--- config.mk ---
export PLATFORM = sky130hd
export DESIGN_NAME = spi_tx_frame_sched
export DESIGN_NICKNAME = d
export VERILOG_FILES = /design/src/rtl/spi_frame_pkg.sv /design/src/rtl/spi_tx_frame_sched_rr_pick.sv /design/src/rtl/spi_tx_frame_sched.sv
export SDC_FILE = /design/constraint.sdc
export NUM_CORES = 1
export LEC_CHECK = 0
export CELL_PAD_IN_SITES_DETAIL_PLACEMENT = 1
export CELL_PAD_IN_SITES_GLOBAL_PLACEMENT = 1
export CORE_UTILIZATION = 37
export DETAILED_ROUTE_END_ITERATION = 8
export GPL_ROUTABILITY_DRIVEN = 0
export MAX_ROUTING_LAYER = met4
export PLACE_DENSITY = 0.86
export SLEW_MARGIN = 20
export SYNTH_ARGS = -nofsm -noshare
export SYNTH_HDL_FRONTEND = slang
export SYNTH_SLANG_ARGS = --single-unit
export TNS_END_PERCENT = 1
--- constraint.sdc ---
create_clock -name clk_sys -period 2.65 [get_ports clk_sys]
set_input_delay 0.53 -clock clk_sys [delete_from_list [all_inputs] [get_ports clk_sys]]
set_output_delay 0.53 -clock clk_sys [all_outputs]
set_load 0.05 [all_outputs]
--- src/rtl/spi_frame_pkg.sv ---
// Frame constants, FSM encoding and the CHK update step for spi_tx_frame_sched.
// Define SPI_FRAME_CRC8_EN to make CHK a CRC-8 (poly 0x07, init 0, MSB-first) instead of an XOR.
package spi_frame_pkg;

   localparam logic [7:0] SYNC_BYTE = 8'hA5;
   localparam logic [7:0] NULL_HDR  = 8'hFF;
   localparam logic [7:0] PAD_BYTE  = 8'h00;
   localparam logic [3:0] HDR_TAG   = 4'hC;
   localparam logic [7:0] CRC8_POLY = 8'h07;

   typedef enum logic [2:0] {
      ST_IDLE = 3'd0,
      ST_HDR  = 3'd1,
      ST_LEN  = 3'd2,
      ST_PAY  = 3'd3,
      ST_CHK  = 3'd4,
      ST_PAD  = 3'd5
   } state_t;

   function automatic logic [7:0] chk_upd(input logic [7:0] i_chk, input logic [7:0] i_dat);
      logic [7:0] w_c;
      w_c = i_chk ^ i_dat;
`ifdef SPI_FRAME_CRC8_EN
      for (int b = 0; b < 8; b++) begin
         w_c = w_c[7] ? ((w_c << 1) ^ CRC8_POLY) : (w_c << 1);
      end
`endif
      return w_c;
   endfunction

endpackage

--- src/rtl/spi_tx_frame_sched_rr_pick.sv ---
// Combinational round-robin pick: first requester at or after i_ptr, wrapping modulo N_CH.
// No latency, no flow control.
module rr_pick #(
   parameter int N_CH = 4,
   parameter int CW   = 2
) (
   input  logic [N_CH-1:0] i_req,
   input  logic [CW-1:0]   i_ptr,
   output logic [CW-1:0]   o_idx,
   output logic            o_vld
);

   logic [2*N_CH-1:0] w_dbl;
   int                w_sum;

   always_comb begin
      o_idx = '0;
      o_vld = 1'b0;
      w_sum = 0;
      w_dbl = {i_req, i_req} >> i_ptr;
      // Scan from the far end so the smallest offset from the pointer wins.
      for (int k = N_CH - 1; k >= 0; k--) begin
         if (w_dbl[k]) begin
            o_vld = 1'b1;
            w_sum = int'(i_ptr) + k;
            o_idx = CW'((w_sum >= N_CH) ? (w_sum - N_CH) : w_sum);
         end
      end
   end

endmodule

--- src/rtl/spi_tx_frame_sched.sv ---
// Frames round-robin channel FIFO bytes (sync, hdr, len, payload, chk, pad) for the SPI MISO byte source.
// Next byte within 2 clk_sys of req_rd; req_rd is the only flow control. CHK is CRC-8 with SPI_FRAME_CRC8_EN.
module spi_tx_frame_sched
   import spi_frame_pkg::*;
#(
   parameter int N_CH    = 4,
   parameter int LW      = 8,
   parameter int MAX_PAY = 32
) (
   input  logic               clk_sys,
   input  logic               rst_n,
   input  logic               i_spi_csn_real,
   input  logic               i_req_rd,
   output logic [7:0]         o_req_q,
   input  logic [N_CH*8-1:0]  i_src_q,
   input  logic [N_CH*LW-1:0] i_src_level,
   output logic [N_CH-1:0]    o_src_rd,
   output logic               o_frame_done,
   output logic               o_frame_abort
);

   localparam int CW = (N_CH > 1) ? $clog2(N_CH) : 1;

   state_t          r_state, w_state_nxt;
   logic            r_armed, w_armed_nxt;
   logic            r_null, w_null_nxt;
   logic [CW-1:0]   r_ch, w_ch_nxt;
   logic [CW-1:0]   r_ptr, w_ptr_nxt;
   logic [7:0]      r_len, w_len_nxt;
   logic [7:0]      r_cnt, w_cnt_nxt;
   logic [7:0]      r_chk, w_chk_nxt;
   logic [7:0]      r_byte, w_byte_nxt;
   logic [N_CH-1:0] r_src_rd, w_src_rd_nxt;
   logic            r_done, w_done_nxt;
   logic            r_abort, w_abort_nxt;

   logic [N_CH-1:0] w_req;
   logic [CW-1:0]   w_gnt;
   logic            w_gnt_vld;
   logic [LW-1:0]   w_gnt_lvl;
   logic [7:0]      w_gnt_len;
   logic [7:0]      w_pay;

   always_comb begin
      w_req     = '0;
      w_gnt_lvl = '0;
      w_pay     = '0;
      for (int i = 0; i < N_CH; i++) begin
         w_req[i] = |i_src_level[i*LW +: LW];
         if (w_gnt == CW'(i)) w_gnt_lvl = i_src_level[i*LW +: LW];
         if (r_ch == CW'(i))  w_pay     = i_src_q[i*8 +: 8];
      end
      w_gnt_len = (int'(w_gnt_lvl) > MAX_PAY) ? 8'(MAX_PAY) : 8'(w_gnt_lvl);
   end

   rr_pick #(.N_CH(N_CH), .CW(CW)) u_rr_pick (
      .i_req (w_req),
      .i_ptr (r_ptr),
      .o_idx (w_gnt),
      .o_vld (w_gnt_vld)
   );

   // Payload bytes come straight from the show-ahead head so the post-pop byte is visible in time.
   assign o_req_q       = (r_state == ST_PAY) ? w_pay : r_byte;
   assign o_src_rd      = r_src_rd;
   assign o_frame_done  = r_done;
   assign o_frame_abort = r_abort;

   always_comb begin
      w_state_nxt  = r_state;
      w_armed_nxt  = r_armed;
      w_null_nxt   = r_null;
      w_ch_nxt     = r_ch;
      w_ptr_nxt    = r_ptr;
      w_len_nxt    = r_len;
      w_cnt_nxt    = r_cnt;
      w_chk_nxt    = r_chk;
      w_byte_nxt   = r_byte;
      w_src_rd_nxt = '0;
      w_done_nxt   = 1'b0;
      w_abort_nxt  = 1'b0;
      case (r_state)
         ST_IDLE: begin
            w_byte_nxt = SYNC_BYTE;
            if (i_spi_csn_real) begin
               w_armed_nxt = 1'b0;
            end else begin
               // Grant once per chip-select assertion, while sync is still on the wire.
               if (!r_armed) begin
                  w_armed_nxt = 1'b1;
                  w_chk_nxt   = '0;
                  if (w_gnt_vld) begin
                     w_null_nxt = 1'b0;
                     w_ch_nxt   = w_gnt;
                     w_len_nxt  = w_gnt_len;
                     w_ptr_nxt  = (w_gnt == CW'(N_CH - 1)) ? '0 : w_gnt + 1'b1;
                  end else begin
                     w_null_nxt = 1'b1;
                     w_len_nxt  = '0;
                  end
               end
               if (i_req_rd) begin
                  w_state_nxt = ST_HDR;
                  w_armed_nxt = 1'b0;
                  w_byte_nxt  = w_null_nxt ? NULL_HDR : {HDR_TAG, 1'b0, 3'(w_ch_nxt)};
               end
            end
         end
         ST_PAD: begin
            if (i_spi_csn_real) begin
               w_state_nxt = ST_IDLE;
               w_byte_nxt  = SYNC_BYTE;
            end
         end
         default: begin
            if (i_spi_csn_real) begin
               w_abort_nxt = 1'b1;
               w_state_nxt = ST_IDLE;
               w_byte_nxt  = SYNC_BYTE;
            end else if (i_req_rd) begin
               case (r_state)
                  ST_HDR: begin
                     w_chk_nxt   = chk_upd(r_chk, r_byte);
                     w_byte_nxt  = r_len;
                     w_state_nxt = ST_LEN;
                  end
                  ST_LEN: begin
                     w_chk_nxt = chk_upd(r_chk, r_len);
                     if (r_len == 8'd0) begin
                        w_state_nxt = ST_CHK;
                        w_byte_nxt  = w_chk_nxt;
                     end else begin
                        w_state_nxt = ST_PAY;
                        w_cnt_nxt   = r_len;
                     end
                  end
                  ST_PAY: begin
                     w_chk_nxt    = chk_upd(r_chk, w_pay);
                     w_src_rd_nxt = N_CH'(1) << r_ch;
                     w_cnt_nxt    = r_cnt - 1'b1;
                     if (r_cnt == 8'd1) begin
                        w_state_nxt = ST_CHK;
                        w_byte_nxt  = w_chk_nxt;
                     end
                  end
                  ST_CHK: begin
                     w_done_nxt  = 1'b1;
                     w_state_nxt = ST_PAD;
                     w_byte_nxt  = PAD_BYTE;
                  end
                  default: w_state_nxt = ST_IDLE;
               endcase
            end
         end
      endcase
   end

   always_ff @(posedge clk_sys or negedge rst_n) begin
      if (!rst_n) begin
         r_state  <= ST_IDLE;
         r_armed  <= 1'b0;
         r_null   <= 1'b0;
         r_ch     <= '0;
         r_ptr    <= '0;
         r_len    <= '0;
         r_cnt    <= '0;
         r_chk    <= '0;
         r_byte   <= SYNC_BYTE;
         r_src_rd <= '0;
         r_done   <= 1'b0;
         r_abort  <= 1'b0;
      end else begin
         r_state  <= w_state_nxt;
         r_armed  <= w_armed_nxt;
         r_null   <= w_null_nxt;
         r_ch     <= w_ch_nxt;
         r_ptr    <= w_ptr_nxt;
         r_len    <= w_len_nxt;
         r_cnt    <= w_cnt_nxt;
         r_chk    <= w_chk_nxt;
         r_byte   <= w_byte_nxt;
         r_src_rd <= w_src_rd_nxt;
         r_done   <= w_done_nxt;
         r_abort  <= w_abort_nxt;
      end
   end

endmodule

# Yosys cells after proc, flatten, opt, wreduce, memory -nomap -nowiden
# Index checks and enable logic that the tools add are counted.
[totals] ff_bits=47 inputBits=68 output_inout_bits=14 wordCells=145
[op_classes] add_sub_neg=9 n_lt_le_gt_ge=5 eq_ne=19 shifts=2 n_mux=69 n_bitwise=7 n_reduce_logical=22
[ops] cell="8-bit 2-to-1 mux" count=21
[ops] cell="8-bit case mux with 2 select lines" count=3
[ops] cell="8-bit case mux with 4 select lines" count=1
[ops] cell="8-bit OR reduction" count=4
[ops] cell="8-bit case mux with 3 select lines" count=1
[ops] cell="8-bit XOR" count=3
[ops] cell="2-bit 2-to-1 mux" count=11
[ops] cell="3-bit 2-to-1 mux" count=7
[ops] cell="5-bit AND reduction" count=4
[ops] cell="1-bit 2-to-1 mux" count=16
[ops] cell="4-bit 2-to-1 mux" count=4
[ops] cell="7-bit 2-to-1 mux" count=2
[ops] cell="3-bit case mux with 4 select lines" count=1
[ops] cell="2-bit inequality test (second input constant)" count=5
[ops] cell="3-bit >= comparator (second input constant)" count=3
[ops] cell="2-bit == test (second input constant)" count=4
[ops] cell="8-bit by 1-bit == test with 1-bit output (second input constant)" count=1
[ops] cell="8-bit by 6-bit > comparator with 1-bit output (second input constant)" count=1
[ops] cell="8-bit zero test" count=1
[ops] cell="8-bit by 2-bit right shift with 4-bit output" count=1
[ops] cell="2-bit by 1-bit subtractor with 2-bit output (second input constant)" count=4
[ops] cell="8-bit by 1-bit subtractor with 8-bit output (second input constant)" count=1
[ops] cell="2-bit by 2-bit adder with 3-bit output (second input constant)" count=2
[ops] cell="3-bit by 2-bit == test with 1-bit output (second input constant)" count=2
[ops] cell="other kinds (22)" count=30

# Longest topological paths before layout
[logic_depth] word_depth=15 ltp_mapped=13 depth_no_buf=12

# Cells and area by module
# Synthesis repeated with hierarchy kept, for this count alone.
[unflattened] cells_unflattened=455 area_unflattened_um2=3789.9
[modules_own_cells] module="spi_tx_frame_sched" n_inst=1 cells_per_inst=440 area_per_inst_um2=3712.3 seq_area_each_um2=1181.1
[modules_own_cells] module="rr_pick" n_inst=1 cells_per_inst=15 area_per_inst_um2=77.6 seq_area_each_um2=0.0

# Worst setup path before layout
# OpenSTA, ideal clock, no wires.
[synth_timing] kind="input to register" start="input port i_src_level[21]" end="register r_len[3]" setup_time_ns=0.136 arrival_time_ns=2.436 path_slack_ns=0.078 stages=13 n_path_buf=1 path_cell_list="nor3_1 > nand3_1 > a221o_1 > a22o_1 > inv_1 > ha_1 > clkbuf_1 > nand3b_1 > a21oi_1 > a21oi_1 > o21ai_0 > nand2_1 > o21ai_0"
[synth_via] elab_chain_len=14 word_cells_on_any_way=21 cone_classes="order compare (1); eq/ne (3); shift (1); mux (14); reduce/logical (2)"
[synth_lines] element="start: declaration" line_no="spi_tx_frame_sched.sv:16" text="input logic [N_CH*LW-1:0] i_src_level,"
[synth_lines] element="8-bit OR reduction" line_no="spi_tx_frame_sched.sv:49" text="w_req[i] = |i_src_level[i*LW +: LW];"
[synth_lines] element="8-bit by 2-bit right shift with 4-bit output" line_no="spi_tx_frame_sched_rr_pick.sv:20" text="w_dbl = {i_req, i_req} >> i_ptr;"
[synth_lines] element="2-bit 2-to-1 mux (4 in a row)" line_no="spi_tx_frame_sched_rr_pick.sv:23" text="if (w_dbl[k]) begin"
[synth_lines] element="2-bit zero test" line_no="spi_tx_frame_sched.sv:50" text="if (w_gnt == CW'(i)) w_gnt_lvl = i_src_level[i*LW +: LW];"
[synth_lines] element="8-bit 2-to-1 mux (4 in a row)" line_no="spi_tx_frame_sched.sv:50"
[synth_lines] element="8-bit by 6-bit > comparator with 1-bit output" line_no="spi_tx_frame_sched.sv:53" text="w_gnt_len = (int'(w_gnt_lvl) > MAX_PAY) ? 8'(MAX_PAY) : 8'(w_gnt_lvl);"
[synth_lines] element="8-bit 2-to-1 mux" line_no="spi_tx_frame_sched.sv:53"
[synth_lines] element="8-bit 2-to-1 mux (*)" line_no="spi_tx_frame_sched.sv:92" text="if (w_gnt_vld) begin"
[synth_lines] element="end signal: assignment" line_no="spi_tx_frame_sched.sv:178" text="r_len <= w_len_nxt;"
[synth_lines] element="end: declaration" line_no="spi_tx_frame_sched.sv:29" text="logic [7:0] r_len, w_len_nxt;"
# Every way passes the cells marked *; elsewhere a longest branch is shown, timed or not.
# A chain may end at the register's enable or synchronous reset.

# Worst setup path in the final report
[layout_timing] start="input port i_src_level[26]" end="register r_len[3]"
# The elaborated chain is that of the path after synthesis.

==> impl_metrics.ini <==
[global_routing]
grtUsageTotal_pct = 34.33
grt_busiest_layer = met2
gr-total-overflow = 0
grt_start_max_net_pins = 48
grtUsageMet3_pct = 5.780
antenna_found_initial = 1
grt_pass1_wl_um = 25370
grt_pass1_vias = 4762
grt_use_met1_pct = 38.22
use_met2_pct = 58.94

[timing]
setup_viol = 5
min_period_ps = 2842
clock-skew-final_ps = 20.45
slew_violations = 0
fmax_mhz = 351.8
rsz0062_at_grt = yes
worst_slew_margin_rel_pct = 56.80
hold_viol_final = 0
period_share_pct = 107.3
tightest_slew_ps = 648.0
post-route-worst-setup-slack_ps = -192.3

[setup_path]
rr_startpoint = r_state[0]$_DFFE_PN0P_
crit_path_end_kind = flip-flop
crit_path_end = r_len[3]$_DFFE_PN0P_
crit_path_start_kind = input port
arrival_ps = 3080
crit_start = i_src_level[26]
reg2reg_depth = 5
rrSetupSlack_ps = 100
r2r-end = r_chk[3]$_DFFE_PN0P_
cp_max_fo = 5
cp.required_ps = 2890
critPathKind = in -> reg

[yosys]
syn_area_per_cell_um2 = 7.889
ys_ff_latch = 47
synth_warnings = 0
yosysMostFrequentCell = nand2_1
synth_fp_nets = 523
synth_top_cell_by_area = dfrtp_1
synth.area.top_cells = dfrtp_1 30%, nand2_1 7.6%, o21ai_0 5.8%
synth_flop_cell = dfrtp_1
yosysUniqueCellTypes = 58
synth_top_area_share_pct = 30.38
syn_inst = 449
synth_edf_count = 0
synthArstFlopShare_pct = 100.0
synth.top_cells.by_count = 72 x nand2_1, 43 x dfrtp_1, 41 x o21ai_0, 38 x nor2_1, 36 x a21oi_1
synthesis.area_mm2 = 0.003542
ys_seq_area_share_pct = 33.35

[detailed_routing]
dr.pass1.iters = 5
drt_wl_total_um = 19000
vias = 4636
postRouteAntennaNets = 0
first_iter_violations = 359
drc = 0
wl_per_cell_um = 26.50
viasPerCell = 6.466

[die]
rows = 35
die_y_um = 99.85
ios = 82
core_area_mm2 = 0.009240
start_util_pct = 38.33
die_w_um = 99.85
die-area_mm2 = 0.009969

[clock_network]
root_buffer = clkbuf_8
cts_tree = done
clk_latency_ps = 320
htree_levels = 2
cts_inserted_buffers = 5
cts_buffer_depth = 2
clkSinkCount = 47
clkTransAtPathRegs_ps = 110

[run_status]
violations = negative setup slack
status = finished, violations left

[layout]
finalNonFillerCells = 717
drive_gt1_share_pct = 26.92
n_fill_cell = 1055
fin_util_pct = 58.97
design_area_mm2 = 0.005449
layout-area-overhead-vs-synth_pct = 53.83
nets = 660

[power_and_ir_drop]
report.power.total_mw = 5.126
power.leakage_nw = 2.414
ir_worst_vdd_uv = 687.5
p_per_area_mw_per_mm2 = 940.6

[place]
dp_hpwl_um = 10210
dp.cells = 695
place_area_mm2 = 0.004923
port_buffers = 81

[hold_path]
hold_path_class = in -> async

[run]
max_cap_violations = 0
## cell type report
cell class	count	area [um^2]	area share [%]
multi-input cells	356	2439	44.75
diodes	1	2.502	0.04592
flip-flops and latches	47	1182	21.70
clock buffers	7	96.34	1.768
well taps	129	161.4	2.962
clock inverters	1	7.507	0.1378
repair buffers	155	1479	27.14
inverters	21	81.33	1.493
## power breakdown
| group | switching [mW] | internal (mW) |
|---|---|---|
| registers | 0.293 | 0.932 |
| logic | 1.93 | 1.44 |
| clock network | 0.290 | 0.239 |
## state kept, by name, indices dropped and copies added, names as in the netlist, 2 cells and up
register and flops:
o_src_rd 4, r_byte 8, r_ch 2, r_chk 8, r_cnt 8, r_len 8, r_ptr 2, r_state 3
## cells in the final DEF, fill, tap and decap left out, types with 6 or more instances in the layout
master           synthesis  layout
nand2_1                 72      71
buf_4                    4      69
dfrtp_1                 43      42
clkdlybuf4s50_1          0      40
nor2_1                  38      35
a21oi_1                 36      31
o21ai_0                 41      28
inv_1                   21      19
dlymetal6s2s_1           0      15
dlygate4sd2_1            0      15
nand3_1                 15      14
or3_1                   13      13
nand2b_1                10       8
o21ai_1                  1       8
mux4_2                   8       8
nor2b_1                  8       8
buf_12                   0       8
nor4_1                   7       7
a211oi_1                 7       7
clkbuf_8                 0       7
nor3_1                  14       6
mux2i_1                  6       6
xnor2_1                  6       6
## cell families (layout without fill, tap and decap cells)
kind of cell / Yosys count / count (layout) / share of synthesized area, %
other cells: 0 / 1 / 0
buf+inv: 46 / 184 / 5.723
compound gates: 124 / 124 / 21.87
mux: 16 / 16 / 7.418
flops: 47 / 47 / 33.35
fa+ha+maj: 6 / 6 / 2.119
xor+xnor: 9 / 9 / 2.225
simple gates: 201 / 201 / 27.30
## timing repair
item | CTS | global route
hold buffers | 0 | 0
endpoints found under the setup margin | 6 | 14
pin swaps | 24 | 26
setup buffers | 11 | 3
gates cloned | 0 | 0
gates resized for setup | 63 | 47
## worst min-delay path by stage
| stage | startpoint | endpoint | slack, ps | cells after the start |
|---|---|---|---|---|
| finish | rst_n | r_chk[5]$_DFFE_PN0P_ | 290 | 2 |
| global route | rst_n | r_chk[5]$_DFFE_PN0P_ | 340 | 2 |
| CTS | rst_n | o_frame_done$_DFF_PN0_ | 350 | 2 |
| detailed placement | r_byte[7]$_DFFE_PN1P_ | r_byte[7]$_DFFE_PN1P_ | 520 | 2 |
| global placement | r_byte[7]$_DFFE_PN1P_ | r_byte[7]$_DFFE_PN1P_ | 500 | 2 |
| floorplan | rst_n | o_frame_abort$_DFF_PN0_ | 230 | 0 |
## per-layer routing
layer / wire (um) / share of wire [%]
met2: 9205 / 48
met3: 1499 / 7.9
met5: 0 / 0
met4: 1430 / 7.5
met1: 6865 / 36
## critical path: stages
cell and delay, ps:
dlygate4sd2_1 300, nor3_4 340, and3_4 270, buf_4 140
a22oi_2 100, inv_2 130, buf_6 150, ha_4 160
buf_6 130, nand3b_1 170, a21oi_4 230, a21oi_2 60
o21ai_2 130, nand2_1 90, o21ai_1 150
## metrics by stage
step	hold WS, ps	setup TNS [ps]	setup WS, ps
2_1_floorplan	234.4	0	77.99
3_3_place_gp	499.7	-2522	-431.2
3_5_place_dp	524.9	-4443	-822.8
4_1_cts	347.1	-9.891	-9.891
5_1_grt	342.1	-514.5	-168.0
6_report	288.5	-527.2	-192.3
Power figures use the tool's default switching activity.
